`config.mk`:
```
export PLATFORM = sky130hd
export DESIGN_NAME = bfloat_mult_pipe
export DESIGN_NICKNAME = d
export VERILOG_FILES = /design/src/rtl/bfloat_mult_pipe.sv
export SDC_FILE = /design/constraint.sdc
export NUM_CORES = 1
export LEC_CHECK = 0
export BUFFER_PORTS_ARGS = -buffer_cell sky130_fd_sc_hd__buf_2
export CORE_ASPECT_RATIO = 0.7
export CORE_MARGIN = 5
export CORE_UTILIZATION = 61
export CTS_CLUSTER_SIZE = 40
export DETAILED_ROUTE_END_ITERATION = 7
export HOLD_SLACK_MARGIN = 0.05
export PLACE_DENSITY = 0.88
export SETUP_SLACK_MARGIN = 0.4
export SLEW_MARGIN = 20
export SYNTH_ARGS = -nofsm -noshare
export SYNTH_HDL_FRONTEND = slang
export SYNTH_SLANG_ARGS = --single-unit
```
`constraint.sdc`:
```
create_clock -name clk -period 3.7 [get_ports clk]
set_input_delay 0.185 -clock clk [delete_from_list [all_inputs] [get_ports clk]]
set_output_delay 0.185 -clock clk [all_outputs]
set_load 0.02 [all_outputs]
```
`src/rtl/bfloat_mult_pipe.sv`:
```
`default_nettype none
// ============================================================================
// Module      : bfloat_mult_pipe
// Description : Three-stage pipelined floating-point multiplier. Defaults give
//               bf16 (1/8/7). It supports truncate or round-to-nearest-even
//               rounding, full special-value handling and exception flags,
//               and a valid/ready stream with backpressure.
//               Stage 1 : classify operands, result sign, exponent sum,
//                         mantissa product
//               Stage 2 : normalise, round, exponent adjust
//               Stage 3 : range check, special select, pack into c/flags
// Ports       : clk       - clock, rising edge
//               rst_n     - asynchronous active-low reset
//               in_valid  - operand pair valid
//               in_ready  - pair accepted when in_valid && in_ready
//               a, b      - operands {sign, exp, man}
//               out_valid - result valid
//               out_ready - downstream accepts result
//               c         - product
//               flags     - {nv, of, uf, nx}, aligned with c
// Revision    : 1.0 - initial release
// ============================================================================
module bfloat_mult_pipe #(
    parameter int EXP_W     = 8,
    parameter int MAN_W     = 7,
    parameter int ROUND_RNE = 1
) (
    input  logic                 clk,
    input  logic                 rst_n,
    input  logic                 in_valid,
    output logic                 in_ready,
    input  logic [EXP_W+MAN_W:0] a,
    input  logic [EXP_W+MAN_W:0] b,
    output logic                 out_valid,
    input  logic                 out_ready,
    output logic [EXP_W+MAN_W:0] c,
    output logic [3:0]           flags
);

    localparam int W    = 1 + EXP_W + MAN_W;
    localparam int BIAS = (1 << (EXP_W - 1)) - 1;
    localparam int EMAX = (1 << EXP_W) - 1;
    // Exponent arithmetic width: two extra bits so sums and negative
    // intermediate exponents never wrap.
    localparam int EP   = EXP_W + 2;
    localparam int PW   = 2 * (MAN_W + 1);

    // Result class carried down the pipe
    localparam logic [1:0] K_NORM = 2'd0;
    localparam logic [1:0] K_NAN  = 2'd1;
    localparam logic [1:0] K_INF  = 2'd2;
    localparam logic [1:0] K_ZERO = 2'd3;

    // ------------------------------------------------------------------
    // Handshake: every stage advances together unless the output is stuck
    // ------------------------------------------------------------------
    logic w_advance;
    logic r_out_valid;

    assign w_advance = !(r_out_valid && !out_ready);
    assign in_ready  = w_advance;

    // ------------------------------------------------------------------
    // Stage 1 combinational: classify, sign, exponent sum, product
    // ------------------------------------------------------------------
    logic [EXP_W-1:0] w_ea, w_eb;
    logic [MAN_W-1:0] w_ma, w_mb;
    logic             w_a_zero, w_b_zero, w_a_inf, w_b_inf, w_a_nan, w_b_nan;
    logic [1:0]       w_kind1;
    logic             w_nv1;
    logic [EP-1:0]    w_esum;
    logic [PW-1:0]    w_prod;

    assign w_ea = a[W-2 -: EXP_W];
    assign w_eb = b[W-2 -: EXP_W];
    assign w_ma = a[MAN_W-1:0];
    assign w_mb = b[MAN_W-1:0];

    // exp==0 covers subnormals, which are flushed to zero without nx
    assign w_a_zero = (w_ea == '0);
    assign w_b_zero = (w_eb == '0);
    assign w_a_inf  = (w_ea == {EXP_W{1'b1}}) && (w_ma == '0);
    assign w_b_inf  = (w_eb == {EXP_W{1'b1}}) && (w_mb == '0);
    assign w_a_nan  = (w_ea == {EXP_W{1'b1}}) && (w_ma != '0);
    assign w_b_nan  = (w_eb == {EXP_W{1'b1}}) && (w_mb != '0);

    always_comb begin
        w_kind1 = K_NORM;
        w_nv1   = 1'b0;
        if (w_a_nan || w_b_nan || (w_a_inf && w_b_zero) || (w_b_inf && w_a_zero)) begin
            w_kind1 = K_NAN;
            // Invalid only for Inf*0 or a signalling NaN (mantissa MSB clear)
            w_nv1   = (w_a_inf && w_b_zero) || (w_b_inf && w_a_zero) ||
                      (w_a_nan && !w_ma[MAN_W-1]) || (w_b_nan && !w_mb[MAN_W-1]);
        end else if (w_a_inf || w_b_inf) begin
            w_kind1 = K_INF;
        end else if (w_a_zero || w_b_zero) begin
            w_kind1 = K_ZERO;
        end
    end

    assign w_esum = {2'b00, w_ea} + {2'b00, w_eb} - EP'(BIAS);
    assign w_prod = PW'({1'b1, w_ma}) * PW'({1'b1, w_mb});

    logic             r1_valid, r1_sign, r1_nv;
    logic [1:0]       r1_kind;
    logic [EP-1:0]    r1_exp;
    logic [PW-1:0]    r1_prod;

    // ------------------------------------------------------------------
    // Stage 2 combinational: normalise and round
    // ------------------------------------------------------------------
    logic [PW-2:0]    w_norm;
    logic [MAN_W-1:0] w_frac;
    logic             w_g, w_s, w_inc;
    logic [MAN_W:0]   w_rsum;
    logic [EP-1:0]    w_exp2;

    // Product lies in [1,4): align so the leading one drops off the top
    assign w_norm = r1_prod[PW-1] ? r1_prod[PW-2:0] : {r1_prod[PW-3:0], 1'b0};
    assign w_frac = w_norm[PW-2 -: MAN_W];
    assign w_g    = w_norm[PW-2-MAN_W];
    assign w_s    = |w_norm[PW-3-MAN_W:0];
    assign w_inc  = (ROUND_RNE != 0) && w_g && (w_s || w_frac[0]);
    assign w_rsum = {1'b0, w_frac} + {{MAN_W{1'b0}}, w_inc};
    // A rounding carry-out leaves the fraction at zero and bumps the exponent
    assign w_exp2 = r1_exp + EP'(r1_prod[PW-1]) + EP'(w_rsum[MAN_W]);

    logic             r2_valid, r2_sign, r2_nv, r2_nx;
    logic [1:0]       r2_kind;
    logic [EP-1:0]    r2_exp;
    logic [MAN_W-1:0] r2_man;

    // ------------------------------------------------------------------
    // Stage 3 combinational: range check and special select
    // ------------------------------------------------------------------
    logic         w_of, w_uf;
    logic [W-1:0] w_c3;
    logic [3:0]   w_f3;

    // r2_exp is two's complement: MSB set means negative
    assign w_of = !r2_exp[EP-1] && (r2_exp >= EP'(EMAX));
    assign w_uf = r2_exp[EP-1] || (r2_exp == '0);

    always_comb begin
        w_c3 = {r2_sign, r2_exp[EXP_W-1:0], r2_man};
        w_f3 = {3'b000, r2_nx};
        case (r2_kind)
            K_NAN: begin
                w_c3 = {1'b0, {EXP_W{1'b1}}, 1'b1, {(MAN_W-1){1'b0}}};
                w_f3 = {r2_nv, 3'b000};
            end
            K_INF: begin
                w_c3 = {r2_sign, {EXP_W{1'b1}}, {MAN_W{1'b0}}};
                w_f3 = 4'b0000;
            end
            K_ZERO: begin
                w_c3 = {r2_sign, {(W-1){1'b0}}};
                w_f3 = 4'b0000;
            end
            default: begin
                if (w_of) begin
                    w_c3 = {r2_sign, {EXP_W{1'b1}}, {MAN_W{1'b0}}};
                    w_f3 = 4'b0101;
                end else if (w_uf) begin
                    w_c3 = {r2_sign, {(W-1){1'b0}}};
                    w_f3 = 4'b0011;
                end
            end
        endcase
    end

    logic [W-1:0] r_c;
    logic [3:0]   r_flags;

    // ------------------------------------------------------------------
    // Pipeline registers
    // ------------------------------------------------------------------
    always_ff @(posedge clk or negedge rst_n) begin
        if (!rst_n) begin
            r1_valid    <= 1'b0;
            r1_sign     <= 1'b0;
            r1_nv       <= 1'b0;
            r1_kind     <= K_NORM;
            r1_exp      <= '0;
            r1_prod     <= '0;
            r2_valid    <= 1'b0;
            r2_sign     <= 1'b0;
            r2_nv       <= 1'b0;
            r2_nx       <= 1'b0;
            r2_kind     <= K_NORM;
            r2_exp      <= '0;
            r2_man      <= '0;
            r_out_valid <= 1'b0;
            r_c         <= '0;
            r_flags     <= '0;
        end else if (w_advance) begin
            r1_valid <= in_valid;
            if (in_valid) begin
                r1_sign <= a[W-1] ^ b[W-1];
                r1_nv   <= w_nv1;
                r1_kind <= w_kind1;
                r1_exp  <= w_esum;
                r1_prod <= w_prod;
            end

            r2_valid <= r1_valid;
            if (r1_valid) begin
                r2_sign <= r1_sign;
                r2_nv   <= r1_nv;
                r2_nx   <= w_g | w_s;
                r2_kind <= r1_kind;
                r2_exp  <= w_exp2;
                r2_man  <= w_rsum[MAN_W-1:0];
            end

            r_out_valid <= r2_valid;
            if (r2_valid) begin
                r_c     <= w_c3;
                r_flags <= w_f3;
            end
        end
    end

    assign out_valid = r_out_valid;
    assign c         = r_c;
    assign flags     = r_flags;

endmodule
`default_nettype wire
```
* Yosys cells after proc, flatten, opt, wreduce, memory -nomap -nowiden
Index checks and enable logic that the tools add are counted.
** Word-level totals
- Flip-flop bits (word level) :: 75
- Input port bits :: 36
- Output and inout port bits :: 22
- Word-level logic and storage cells :: 80
** Cells by class
- $add $sub $neg :: 5
- Multiply operators :: 1
- Magnitude comparators :: 1
- Equal/unequal tests :: 5
- Mux-type cells :: 11
- Bitwise gates (word level) :: 3
- Reductions and logical operators :: 38
** Operators by type and width (count)
- $pmux 16 s3 :: 1
- $mux 15 :: 3
- $add 10x1->10 :: 2
- $eq 8x8->1 const B :: 2
- $logic_not 8->1 :: 2
- $mul 8x8->16 :: 1
- $logic_not 7->1 :: 2
- $reduce_bool 7->1 :: 2
- $logic_and 1x1->1 :: 11
- $ge 10x8->1 const B :: 1
- $logic_not 10->1 :: 1
- $logic_or 1x1->1 :: 10
- $sub 9x7->10 const B :: 1
- $add 8x8->9 :: 1
- $add 7x1->8 :: 1
- $mux 2 :: 4
- $pmux 4 s2 :: 1
- $reduce_or 7->1 :: 1
- $reduce_and 2->1 :: 3
- $logic_not 1->1 :: 5
- $eq 2x2->1 const B :: 2
- $mux 3 :: 1
- $eq 2x1->1 const B :: 1
- $reduce_or 2->1 :: 1
- other kinds (4) :: 4

* Logic depth before layout (Yosys ltp)
- Word-level depth :: 7
- Gate-level depth with buffers :: 16
- Gate-level depth less buffers :: 16

* Worst setup path before layout
OpenSTA, ideal clock, no wires.
- Path type :: input -> register
- Start :: in a[1]
- End :: reg r1_prod[15]
- Setup time :: 120 ps
- Arrival time :: 3823 ps
- Data required time :: 3580 ps
- Slack :: -243 ps
- Stages :: 16
- Path buffers :: 0
- Cells stage by stage :: inv_1 > nor2_1 > fa_1 > inv_1 > fa_1 > inv_1 > fa_1 > inv_1 > fa_1 > inv_1 > ha_1 > o21a_1 > o31ai_2 > a2111oi_0 > o311a_1 > nor2_1
** On the way
- Longest elaborated chain between the ends :: 1
** RTL lines
- start: declaration :: line 32 : input logic [EXP_W+MAN_W:0] a,
- $mul 8x8->16 :: line 103 : assign w_prod = PW'({1'b1, w_ma}) * PW'({1'b1, w_mb});
- end signal: assignment :: line 204 : r1_prod <= w_prod;
- end: declaration :: line 108 : logic [PW-1:0] r1_prod;
No other way between the ends.
A chain may end at the register's enable or synchronous reset.

* Worst setup path in the final report
- Start :: in b[3]
- End :: reg r1_prod[13]
** On the way
- Longest elaborated chain between the ends :: 1
** RTL lines
- start: declaration :: line 33 : input logic [EXP_W+MAN_W:0] b,
- $mul 8x8->16 :: line 103
No other way between the ends.

==> reports/results.ini <==
[status]
status = finished, final reports clean

[drt]
maxUsedRoutingLayer = met4
vias_per_cell = 5.88
remaining_drc_errors = 0
dr_wl_met3_um = 1020
drtIter0Drc = 453
ant_nets = 0
wl_met2_um = 8010
wire_per_inst_um = 17.8
routed_wl_um = 16300
drt_first_pass_iters = 5
vias = 5382
wl_met1_um = 6880

[setup_path]
worstPathRequired_ps = 3970
crit_fanout = 7
worst-setup-path-type = in -> reg
worst-endpoint-arrival_ps = 3880
start_kind = input pin
crit_path_end_kind = flip-flop
cp-startpoint = b[3]
reg2reg_from = r1_prod[15]

[floorplan]
rows = 30
die_w_um = 129
io_pins = 58
die_height_um = 93.4
coreArea_mm2 = 0.00968
initial_core_util_pct = 62.6
die-area_mm2 = 0.0121

[synth]
syn-num-nets = 803
ys_seq_elements = 75
yosys_warnings = 0
synth_top_cell_by_area = dfrtp_1
synth_cell_types = 59
ys_seq_area_share_pct = 31.0
ys_async_sr_fraction_pct = 100
syn_inst = 673
synth.top_cell.area_share_pct = 31.0
synthTopCellsByArea = dfrtp_1 31%, fa_1 13%, ha_1 12%
synth-edff-count = 0
syn_area_per_cell_um2 = 9.01
synthFlopType = dfrtp_1
synth_area_mm2 = 0.00606

[layout]
final_cell_mix = 101 x nand2_1, 77 x inv_1, 75 x dfrtp_1
multi_input_area_mm2 = 0.00403
fin_nets = 913
final_cells = 916
fillCellCount = 603
diodes = 0
register_area_mm2 = 0.00188
area_growth_syn_to_layout_pct = 24.1
drive_gt1_share_pct = 24.4
layout_commonest_cell = nand2_1

[global_route]
grt_pass1_vias = 5444
grt_pass1_wl_um = 26400
grt_max_degree = 54
antenna_found_initial = 0
track_usage_pct = 27.6
overflow = 0

[placed_design]
post-place-cells = 892
dp_hpwl_um = 11700
port_buffers = 57
gp_congestion = 0.965

[power_and_ir_drop]
p_leak_nw = 3.67
p_per_area_mw_per_mm2 = 722
ir_drop_v = 0.000369

[timing]
setup_violations = 0
finalMaxSlewViolations = 0
grt_setup_unrepaired = true
fin_skew_ps = 4.91
fin_crit_ps = 3610
whs_ps = 160
max_slew_margin_pct = 36.7
tightest_slew_ps = 947
fin_crit_sh_pct = 97.5
hold_viol = 0
max_freq_mhz = 277

[clock_tree]
cts_buffers = 9
cts_tree = yes
clock_latency_ps = 340
clockBufferDepth = 2
h-tree-depth = 3
cts.sinks = 75
clk_pin_slew_worst_paths_ps = 60
root_buffer = clkbuf_16

[worst_hold_path]
min_from = a[15]
hold_path_class = in -> reg

[run]
drv_cap = 0

[power breakdown]
group | internal, mW | switching [mW]
Clock | 0.595 | 0.331
Combinational | 1.35 | 1.68
Sequential | 1.14 | 0.326
[final timing paths]
| check | slack, ps | cells past startpoint | to |
|---|---|---|---|
| setup reg to reg | 440 | 10 | r2_exp[9] |
| hold reg to reg | 470 | 2 | c[15] |
| hold / removal | 160 | 3 | r1_sign |
| min in group asynchronous | 460 | 2 | c[14] |
| setup / recovery | 90 | 16 | r1_prod[13] |
| max in group asynchronous | 2440 | 3 | c[2] |
[cells in the mapped netlist, types with 3 or more instances]
library cell  count
nand2_1         101
inv_1            89
dfrtp_1          75
ha_1             56
fa_1             38
and2_1           31
nor2_1           30
a21oi_1          28
o21ai_1          25
o21ai_0          16
nand3_1          15
nor3_1           14
xnor2_1          13
clkbuf_1         12
xor2_1           11
nand4_1           8
nor2b_1           7
nor4_1            7
a211oi_1          6
a22o_1            6
a31oi_1           5
mux2_1            5
nand2b_1          5
o211ai_1          5
o31ai_1           5
a21o_1            4
o21a_1            4
and2_2            3
mux2_2            3
mux2i_1           3
nand3b_1          3
nor3b_1           3
or4_1             3
[logic make-up (layout without fill, tap and decap cells)]
logic type	after synthesis	in the layout	synth area share, %
compound gates	122	122	12.9
mux	13	13	2.48
fa+ha+maj	94	94	24.1
simple gates	240	240	19.4
xor+xnor	24	24	3.47
flops	75	75	31.0
buf+inv	105	220	6.67
[layout make-up]
cell class | count | area share [%]
flip-flops and latches | 75 | 24.9
well taps | 128 | 2.13
repair buffers | 114 | 10.5
multi-input cells | 493 | 53.6
clock buffers | 13 | 3.73
inverters | 90 | 4.52
clock inverters | 3 | 0.582
[routing by layer]
layer  vias to the layer above  track usage (%)
li1                       2486                -
met1                      2649             36.6
met2                       202             44.9
met3                        45             6.74
met4                         0             8.92
met5                         -                0
[worst max-delay path, stage by stage]
cell,delay (ps)
buf_8,120
and2_4,160
fa_1,510
inv_2,50
fa_2,560
inv_2,40
fa_1,490
inv_2,40
fa_1,390
inv_2,80
ha_4,200
o21a_1,210
o21ai_2,240
a21oi_2,90
or4_1,420
nand3_1,90
[through the flow]
stage / total power, mW / setup TNS, ps / area [um^2] / setup slack, ps / util (%)
after floorplan: 3.18 / 0 / 6170 / 12.2 / -
after global placement: 3.84 / -977 / 6910 / -218 / 71.4
after detailed placement: 3.99 / -1850 / 6910 / -328 / 71.4
after CTS: 5.16 / 0 / 7430 / 162 / 76.7
after global routing: 5.79 / 0 / 7520 / 11.8 / 77.7
final: 5.43 / 0 / 7520 / 94.1 / 77.7
[state kept, by name (all words and copies together), names as in the netlist, 2 cells and up]
| register | cells |
|---|---|
| r2_man | 7 |
| flags | 4 |
| r1_exp | 10 |
| r2_kind | 2 |
| r2_exp | 10 |
| r1_kind | 2 |
| r1_prod | 16 |
| c | 16 |
[what timing repair did]
item                                   in CTS  in global routing
resized for setup                          42                 17
hold buffers                                1                  0
buffers inserted                            3                  4
endpoints found under the hold margin      33                  0
pin swaps                                  30                 12
setup endpoints to repair                   9                 10
(Power assumes the default switching activity.)
